## config.mk

```make
export PLATFORM = sky130hd
export DESIGN_NAME = tiny_proc_run_ctrl
export DESIGN_NICKNAME = d
export VERILOG_FILES = /design/src/rtl/tiny_proc_run_ctrl.sv
export SDC_FILE = /design/constraint.sdc
export NUM_CORES = 1
export LEC_CHECK = 0
export CAP_MARGIN = 10
export CORE_UTILIZATION = 34
export DETAILED_ROUTE_END_ITERATION = 6
export HOLD_SLACK_MARGIN = 0.05
export PLACE_DENSITY_LB_ADDON = 0.25
export RECOVER_POWER = 50
export SLEW_MARGIN = 20
export SYNTH_ARGS = -nofsm -noshare
export SYNTH_HDL_FRONTEND = slang
export SYNTH_SLANG_ARGS = --single-unit
```

## constraint.sdc

```tcl
create_clock -name clock -period 4.1 [get_ports clock]
set_input_delay 0.41 -clock clock [delete_from_list [all_inputs] [get_ports clock]]
set_output_delay 0.41 -clock clock [all_outputs]
set_load 0.02 [all_outputs]
```

## src/rtl/tiny_proc_run_ctrl.sv

```systemverilog
// Run controller for a tiny core: program RAM, run/step/halt/reset FSM.
// Define RUN_CTRL_BREAKPOINT_EN to compile in the PC breakpoint.
module tiny_proc_run_ctrl #(
    parameter int CNT_W = 8
) (
    input  logic             clock,
    input  logic             reset_p,
    input  logic             host_we,
    input  logic [3:0]       host_addr,
    input  logic [7:0]       host_data,
    output logic             host_ack,
    output logic             host_nack,
    input  logic             cmd_run,
    input  logic             cmd_step,
    input  logic             cmd_halt,
    input  logic             cmd_reset,
    input  logic [3:0]       core_fetch_addr,
    output logic [7:0]       core_inst,
    input  logic             core_retire,
    input  logic [3:0]       core_next_pc,
    output logic             core_en,
    output logic             core_rst,
    output logic [1:0]       state,
    output logic [CNT_W-1:0] retired_cnt,
    output logic             halted_bp,
    input  logic [3:0]       bp_addr,
    input  logic             bp_en
);

    typedef enum logic [1:0] {
        HALT = 2'b00,
        RUN  = 2'b01,
        STEP = 2'b10,
        CRST = 2'b11
    } state_t;

    state_t           state_q, state_d;
    logic             pend_q, pend_d;
    logic             crst_cnt_q, crst_cnt_d;
    logic             core_en_q, core_en_d;
    logic             core_rst_q, core_rst_d;
    logic             host_ack_q, host_ack_d;
    logic             host_nack_q, host_nack_d;
    logic [CNT_W-1:0] cnt_q, cnt_d;
    logic [7:0]       ram_q [16];
    logic [7:0]       ram_d [16];
    logic             bp_hit;
    logic             bp_set;
    logic             bp_clr;

`ifdef RUN_CTRL_BREAKPOINT_EN
    logic halted_bp_q, halted_bp_d;

    assign bp_hit = bp_en && (core_next_pc == bp_addr) && (state_q == RUN);

    always_comb begin
        halted_bp_d = halted_bp_q;
        if (bp_clr) halted_bp_d = 1'b0;
        if (bp_set) halted_bp_d = 1'b1;
    end

    always_ff @(posedge clock or posedge reset_p) begin
        if (reset_p) halted_bp_q <= 1'b0;
        else         halted_bp_q <= halted_bp_d;
    end

    assign halted_bp = halted_bp_q;
`else
    logic unused_bp;

    assign bp_hit    = 1'b0;
    assign unused_bp = ^{bp_en, bp_addr, core_next_pc, bp_set, bp_clr};
    assign halted_bp = 1'b0;
`endif

    always_comb begin
        state_d     = state_q;
        pend_d      = pend_q;
        cnt_d       = cnt_q;
        crst_cnt_d  = crst_cnt_q;
        bp_set      = 1'b0;
        bp_clr      = 1'b0;
        ram_d       = ram_q;
        host_ack_d  = host_we && (state_q == HALT);
        host_nack_d = host_we && (state_q != HALT);
        if (host_ack_d) ram_d[host_addr] = host_data;

        if (cmd_reset) begin
            state_d    = CRST;
            crst_cnt_d = 1'b0;
            cnt_d      = '0;
            pend_d     = 1'b0;
            bp_clr     = 1'b1;
        end else begin
            unique case (state_q)
                HALT: begin
                    if (!cmd_halt && (cmd_step || cmd_run)) begin
                        state_d = cmd_step ? STEP : RUN;
                        pend_d  = 1'b0;
                        bp_clr  = 1'b1;
                    end
                end
                RUN, STEP: begin
                    if (core_retire) begin
                        if (cnt_q != {CNT_W{1'b1}}) cnt_d = cnt_q + CNT_W'(1);
                        // Stop only at the retire edge: instruction boundary.
                        if (state_q == STEP || cmd_halt || pend_q || bp_hit) begin
                            state_d = HALT;
                            pend_d  = 1'b0;
                        end
                        bp_set = bp_hit;
                    end else if (cmd_halt) begin
                        pend_d = 1'b1;
                    end
                end
                CRST: begin
                    if (crst_cnt_q) state_d = HALT;
                    else            crst_cnt_d = 1'b1;
                end
                default: state_d = HALT;
            endcase
        end

        core_en_d  = (state_d != HALT);
        core_rst_d = (state_d == CRST);
    end

    always_ff @(posedge clock or posedge reset_p) begin
        if (reset_p) begin
            state_q     <= HALT;
            pend_q      <= 1'b0;
            crst_cnt_q  <= 1'b0;
            core_en_q   <= 1'b0;
            core_rst_q  <= 1'b1;
            host_ack_q  <= 1'b0;
            host_nack_q <= 1'b0;
            cnt_q       <= '0;
            for (int i = 0; i < 16; i++) ram_q[i] <= 8'h00;
        end else begin
            state_q     <= state_d;
            pend_q      <= pend_d;
            crst_cnt_q  <= crst_cnt_d;
            core_en_q   <= core_en_d;
            core_rst_q  <= core_rst_d;
            host_ack_q  <= host_ack_d;
            host_nack_q <= host_nack_d;
            cnt_q       <= cnt_d;
            ram_q       <= ram_d;
        end
    end

    assign core_inst   = ram_q[core_fetch_addr];
    assign state       = state_q;
    assign core_en     = core_en_q;
    assign core_rst    = core_rst_q;
    assign host_ack    = host_ack_q;
    assign host_nack   = host_nack_q;
    assign retired_cnt = cnt_q;

endmodule

```

# --- Word-level counts from Yosys, hierarchy flattened ---
# Index checks and enable logic that the tools add are counted.
word_totals:
  elab_cells: 82
  reg_bits: 144
  inputBits: 33
  out_inout_bits: 23
op_classes:
  bitwise: 2
  mux: 25
  addsub: 1
  magnitude_cmp: 3
  eq_ne: 8
  reduce_logical: 19
op_table:
  columns: ["op", "n"]
  rows:
  - ["128-bit bitwise mux", 1]
  - ["8-bit 2-to-1 mux", 7]
  - ["8-bit binary-select mux with 4-bit select", 1]
  - ["8-bit demux with 4-bit select", 1]
  - ["2-bit 2-to-1 mux", 6]
  - ["2-bit nonzero test", 6]
  - ["5-bit >= comparator (second input constant)", 2]
  - ["4-bit NOT with 5-bit output", 2]
  - ["8-bit by 1-bit adder with 8-bit output (second input constant)", 1]
  - ["4-bit inequality test (second input constant)", 2]
  - ["8-bit inequality test (second input constant)", 1]
  - ["1-bit 2-to-1 mux", 7]
  - ["2-bit equality test (second input constant)", 3]
  - ["2-bit one-hot mux with 3 select lines", 1]
  - ["5-bit by 1-bit < comparator with 1-bit output (second input constant)", 1]
  - ["1-bit logical AND", 4]
  - ["4-bit AND reduction", 1]
  - ["1-bit logical OR", 3]
  - ["3-bit by 2-bit inequality test with 1-bit output (second input constant)", 1]
  - ["3-bit AND reduction", 1]
  - ["3-bit nonzero test", 1]
  - ["2-bit by 1-bit equality test with 1-bit output (second input constant)", 1]
  - ["2-bit zero test", 1]
  - ["1-bit one-hot mux with 2 select lines", 1]
  - ["2 further kinds", 2]

# --- Logic depth before layout (Yosys ltp) ---
# Gate-level depths: netlist of run 1.
logic_depth:
  depth_word: 8
  mapped_depth: 8
  ltp_nobuf: 7

# --- Worst setup path after synthesis of run 1 ---
# Ideal clock, no wire load.
synth_path:
  path_kind: "input to output"
  start: "input core_fetch_addr[0]"
  end: "output core_inst[0]"
  n_path_buf: 2
  path_stages: 5
  arrival_ps: 1791
  required_time_ps: 3690
  path_slack_ps: 1899
  cell_sequence: "clkbuf_1 > buf_2 > mux4_2 > a22oi_1 > nand2_1"
synth_via:
  elab_chain_len: 4
synth_lines:
  columns: ["element", "line_no", "source"]
  rows:
  - ["from (decl)", "17", "input logic [3:0] core_fetch_addr,"]
  - ["4-bit NOT with 5-bit output (not written as such)", "152", "assign core_inst = ram_q[core_fetch_addr];"]
  - ["8-bit binary-select mux with 4-bit select", "152", null]
  - ["8-bit 2-to-1 mux (not written as such) (2 in series)", "152", null]
  - ["to (decl)", "18", "output logic [7:0] core_inst,"]
# No other way between the ends. The select of a mux whose other input is x is not followed.

# --- Worst setup path after layout of run 1 ---
layout_path:
  start: "input core_fetch_addr[1]"
  end: "output core_inst[3]"
# The elaborated chain is that of the path after synthesis.

==> results.toml, run 1 <==
[floorplan]
rows = 50
core_area_sq_um = 19000
io_pins = 56
die_w_um = 142
start_util = 0.352
dieArea_sq_um = 20200
die_h_um = 142

[pwr]
powerDensity_nw_per_um2 = 532
finalPower_mw = 4.23
ir_drop_v = 0.000292
p_leak_nw = 3.64

[logic_synthesis]
synth_area_sq_um = 6680
ys_async_sr_fraction = 1.00
synthDistinctLibCells = 45
synth_edf_count = 0
ys_ff_latch = 144
synth_area_leaders = "dfrtp_1, mux2_2, mux4_2"
synth_nets = 490
yosys_warnings = 0
ys.flop_type = "dfrtp_1"
syn_avg_cell_area_sq_um = 14.7
synth_top_area_share = 0.536
netlist_instances = 453
synth_area_leader_cell = "dfrtp_1"
ys_seq_area_frac = 0.540

[worst_setup_path]
cp-end-kind = "output pin"
critPathMaxFanout = 32
required_ns = 3.69
crit_buf_inv = 3
cp_common_cell = "clkdlybuf4s50_1"
cpMaxStageDelayCell = "clkdlybuf4s50_1"
worstPathCellList = "clkdlybuf4s50_1 > buf_4 > mux4_2 > a22oi_1 > nand2_1 > clkdlybuf4s50_1"
critPathLaunchType = "primary input"
critPathKind = "in -> out"
crit_arrival_ns = 2.73
max_stage_delay_ns = 0.57
critical-path-top-delay-family = "buffers and inverters"

[drt]
drtIter0Drc = 124
wirelength_um = 14700
via_per_inst = 5.19
wire_per_inst_um = 19.1
final_antenna_net_count = 0
drc_errors = 0
drtPass1Iterations = 4
via_count = 3982

[flow_run]
max-cap-violations = 2

[clock_tree]
cts_htree_levels = 4
root_buffer = "clkbuf_16"
post_cts_resized = 0
numCtsBuffers = 17
cts_setup_buffers = 0
clock-sinks = 144
cts_tree = "done"
worst_skew_pair.late_latency_ns = 0.41
clkTransAtPathRegs_ns = 0.06
ctsHoldBuffers = 0
clockBufferDepth = 2

[global_routing]
grt_pass1_vias = 4197
antenna_found_initial = 0
grt_pass1_wl_um = 24000
grt_max_degree = 97
grt.overflow.total = 0
track_usage = 0.162

[timing]
hold_ws_ns = 0.430
worstMarginPinSlew_ns = 2.39
rsz0062_at_grt = "false"
period_needed_ns = 3.14
final-setup-viol-count = 0
min_period_over_period = 0.766
timing.slew.headroom = -0.593
fin_setup_tns_ns = 0
report.final.hold_viol_count = 0
report.final.slew_viol_count = 138
finalClockSkew_ns = 0.00433
max_freq_mhz = 319

[placed_design]
gp_congestion = 0.751
place_hpwl_um = 9350
port_buffers = 45

[final_layout]
final_nets = 531
area_growth_pct = 19.0
postLayoutCoreUtil = 0.419
n_antenna_cell = 0
drive_above_1_share = 0.412
final_cell_mix = "dfrtp_1, mux2_2, clkdlybuf4s50_1, mux4_2, clkbuf_16"
final_common_cell = "dfrtp_1"

[status]
violations = "max-capacitance violations, max-slew violations"
status = "finished, violations left"

[min_path]
hold_path_class = "in -> async"
## metal layers
layer,vias to the layer above,share of wire,track usage
met5,-,0,0
met4,0,0.010,0.0509
met3,13,0.054,0.0505
met2,97,0.47,0.240
met1,2116,0.47,0.224
li1,1756,-,-
## metrics by stage
step / std cells / instance area [sq um] / worst slack, ns
5_1_grt: 767 / 7950 / 0.486
3_5_place_dp: 735 / 7400 / 0.956
2_1_floorplan: 453 / 6680 / 1.89
3_3_place_gp: 735 / 7400 / 0.936
6_report: 767 / 7950 / 0.961
4_1_cts: 767 / 7970 / 0.943
## sequential cells by signal (all words and copies together), names as in the netlist
signal       count
host_nack        1
host_ack         1
state            2
pend_q           1
crst_cnt_q       1
core_rst         1
retired_cnt      8
ram_q          128
core_en          1
## final timing paths
path                       slack (ns)  cells after the start           end               start
min reg2reg                      0.50                      1    ram_q[110]          ram_q[110]
min in group clock               0.50                      1    ram_q[110]          ram_q[110]
min                              0.43                      2     ram_q[78]             reset_p
max in group asynchronous        1.06                      3      ram_q[9]             reset_p
max                              0.96                      6  core_inst[3]  core_fetch_addr[1]
max reg2reg                      1.60                      7     ram_q[34]            state[0]
## where the power goes
group | switching (mW) | leakage, nW | internal (mW)
clock network | 0.547 | 0.287 | 0.928
registers | 0.157 | 1.96 | 1.73
logic | 0.366 | 1.40 | 0.494
total | 1.07 | 3.64 | 3.16
## cells in the mapped netlist, types with 2 or more instances
library cell	number
a22oi_1	16
a31oi_1	4
and2_1	2
and4_1	2
buf_1	2
buf_2	7
clkbuf_1	18
dfrtp_1	143
ha_1	4
inv_1	7
mux2_2	128
mux4_2	32
nand2_1	13
nand2b_1	4
nand3_1	3
nand4_1	3
nor2_1	12
nor2_2	7
nor2_4	2
nor2b_1	8
nor3_1	4
nor4b_1	2
o21ai_0	4
o221ai_1	2
o31a_1	2
or4_1	2
xnor2_1	2
## cell type report
class / instances / area, sq um
inverter: 8 / 31.3
clock buffer: 27 / 523
tap: 260 / 325
sequential: 144 / 3600
clock inverter: 5 / 50.0
fill: 1728 / 11000
timing repair buffer: 50 / 489
multi-input combinational: 273 / 2920
## kinds of logic (layout without fill, tap and decap cells)
logic type | Yosys count | count (layout) | share of synthesized area
multiplexers | 161 | 161 | 0.325
XOR/XNOR | 3 | 3 | 0.00393
other | 1 | 1 | 0.000561
AND/OR/NAND/NOR | 70 | 70 | 0.0633
AO/OA/AOI/OAI | 34 | 34 | 0.0377
buffers and inverters | 36 | 90 | 0.0221
flip-flops | 144 | 144 | 0.540
adder cells (fa/ha/maj) | 4 | 4 | 0.00749
No activity file was read; power rests on OpenSTA's default activity.
==> run 2, diff against run 1 <==
==> constraint.sdc (replaced) <==
create_clock -name clock -period 2.7 [get_ports clock]
set_input_delay 0.27 -clock clock [delete_from_list [all_inputs] [get_ports clock]]
set_output_delay 0.27 -clock clock [all_outputs]
set_load 0.02 [all_outputs]
==> run 2 against run 1 <==
Against the previous run: the run now ends clean; critical path depth unchanged; clock-buffer cell count decreased by 5; total power increased by 57%; critical endpoint unchanged.
==> results.toml, run 2 (same netlist as run 1, synthesis figures left out) <==
[global_routing]
grt_pass1_wl_um = 24300
track_usage = 0.165
grt_pass1_vias = 4291
antenna_found_initial = 0
grt.overflow.total = 0
grt_max_degree = 41

[worst_setup_path]
critical_path_depth = 6
cp_common_cell = "clkdlybuf4s50_1"
crit_buf_inv = 3
cp-end-kind = "output pin"
critPathMaxFanout = 32
critPathKind = "in -> out"
critical-path-top-delay-family = "buffers and inverters"
critPathLaunchType = "primary input"
required_ns = 2.43
crit_arrival_ns = 2.33
worstPathCellList = "clkdlybuf4s50_1 > buf_12 > mux4_2 > a22oi_1 > nand2_1 > clkdlybuf4s50_1"
cpMaxStageDelayCell = "clkdlybuf4s50_1"
r2r_cells = 5
max_stage_delay_ns = 0.57

[floorplan]
core_area_sq_um = 19000
rows = 50
die_w_um = 142
start_util = 0.352
die_h_um = 142
io_pins = 56
dieArea_sq_um = 20200

[drt]
drtPass1Iterations = 4
drtIter0Drc = 194
via_count = 4022
wirelength_um = 15000
drc_errors = 0
via_per_inst = 5.15
final_antenna_net_count = 0
wire_per_inst_um = 19.2

[final_layout]
regMostFlops = "ram_q"
final_nets = 545
largest_reg_flops = 128
area_growth_pct = 21.4
final_common_cell = "dfrtp_1"
final_cell_mix = "dfrtp_1, mux2_2, clkdlybuf4s50_1, mux4_2, clkbuf_16"
drive_above_1_share = 0.432
n_antenna_cell = 0

[timing]
rsz0062_at_grt = "false"
period_needed_ns = 2.60
worstMarginPinSlew_ns = 1.32
report.final.hold_viol_count = 0
min_period_over_period = 0.961
max_freq_mhz = 385
finalClockSkew_ns = 0.00919
fin_setup_tns_ns = 0
final-setup-viol-count = 0
timing.slew.headroom = 0.117
report.final.slew_viol_count = 0

[clock_tree]
numCtsBuffers = 17
clock-sinks = 144
ctsHoldBuffers = 0
post_cts_resized = 0
clkTransAtPathRegs_ns = 0.06
cts_htree_levels = 4
root_buffer = "clkbuf_16"
worst_skew_pair.late_latency_ns = 0.42
cts_tree = "done"
cts_setup_buffers = 0
clockBufferDepth = 2

[flow_run]
max-cap-violations = 0

[placed_design]
gp_congestion = 0.772
port_buffers = 45
place_hpwl_um = 9900

[pwr]
powerDensity_nw_per_um2 = 816
finalPower_mw = 6.62
ir_drop_v = 0.000468
p_leak_nw = 3.74

[status]
status = "finished clean"

[min_path]
hold_path_class = "in -> async"
==> run 2: worst paths after layout <==
| path | slack (ns) | startpoint | endpoint |
|---|---|---|---|
| worst max-delay path | 0.10 | core_fetch_addr[1] | core_inst[3] |
| worst min-delay path | 0.41 | reset_p | ram_q[126] |
| worst max register to register | 0.33 | state[1] | ram_q[56] |
| worst min register to register | 0.50 | crst_cnt_q | crst_cnt_q |
| max in group asynchronous | 0.61 | reset_p | ram_q[25] |
| min in group clock | 0.44 | host_we | host_nack |
==> run 2: layout make-up <==
type                            instances  area [sq um]
Clock buffer                           22           484
Clock inverter                         10           133
Fill cell                            1732         10800
Inverter                                8          31.3
Multi-Input combinational cell        273          2920
Sequential cell                       144          3600
Tap cell                              260           325
Timing Repair Buffer                   64           609
==> run 2: through the flow <==
step	setup WS, ns	hold WS, ns	util	cell area [sq um]	instances
floorplan	0.626	0.408	-	6680	453
detailed placement	0.0724	0.489	0.398	7550	749
global route	0.0262	0.435	0.428	8110	781
global placement	0.0682	0.482	0.398	7550	749
CTS	0.0580	0.225	0.431	8170	781
finish	0.105	0.407	0.428	8110	781
==> run 2: per-layer routing <==
metal | track usage | part of all wire
met5 | 0 | 0
met4 | 0.0628 | 0.015
met3 | 0.0468 | 0.049
met2 | 0.252 | 0.47
met1 | 0.222 | 0.47
==> run 2: report_power, final <==
group          leakage (nW)  internal, mW  switching (mW)
clock                 0.298          1.54           0.885
combinational          1.49         0.758           0.568
sequential             1.96          2.63           0.235
total                  3.74          4.93            1.69
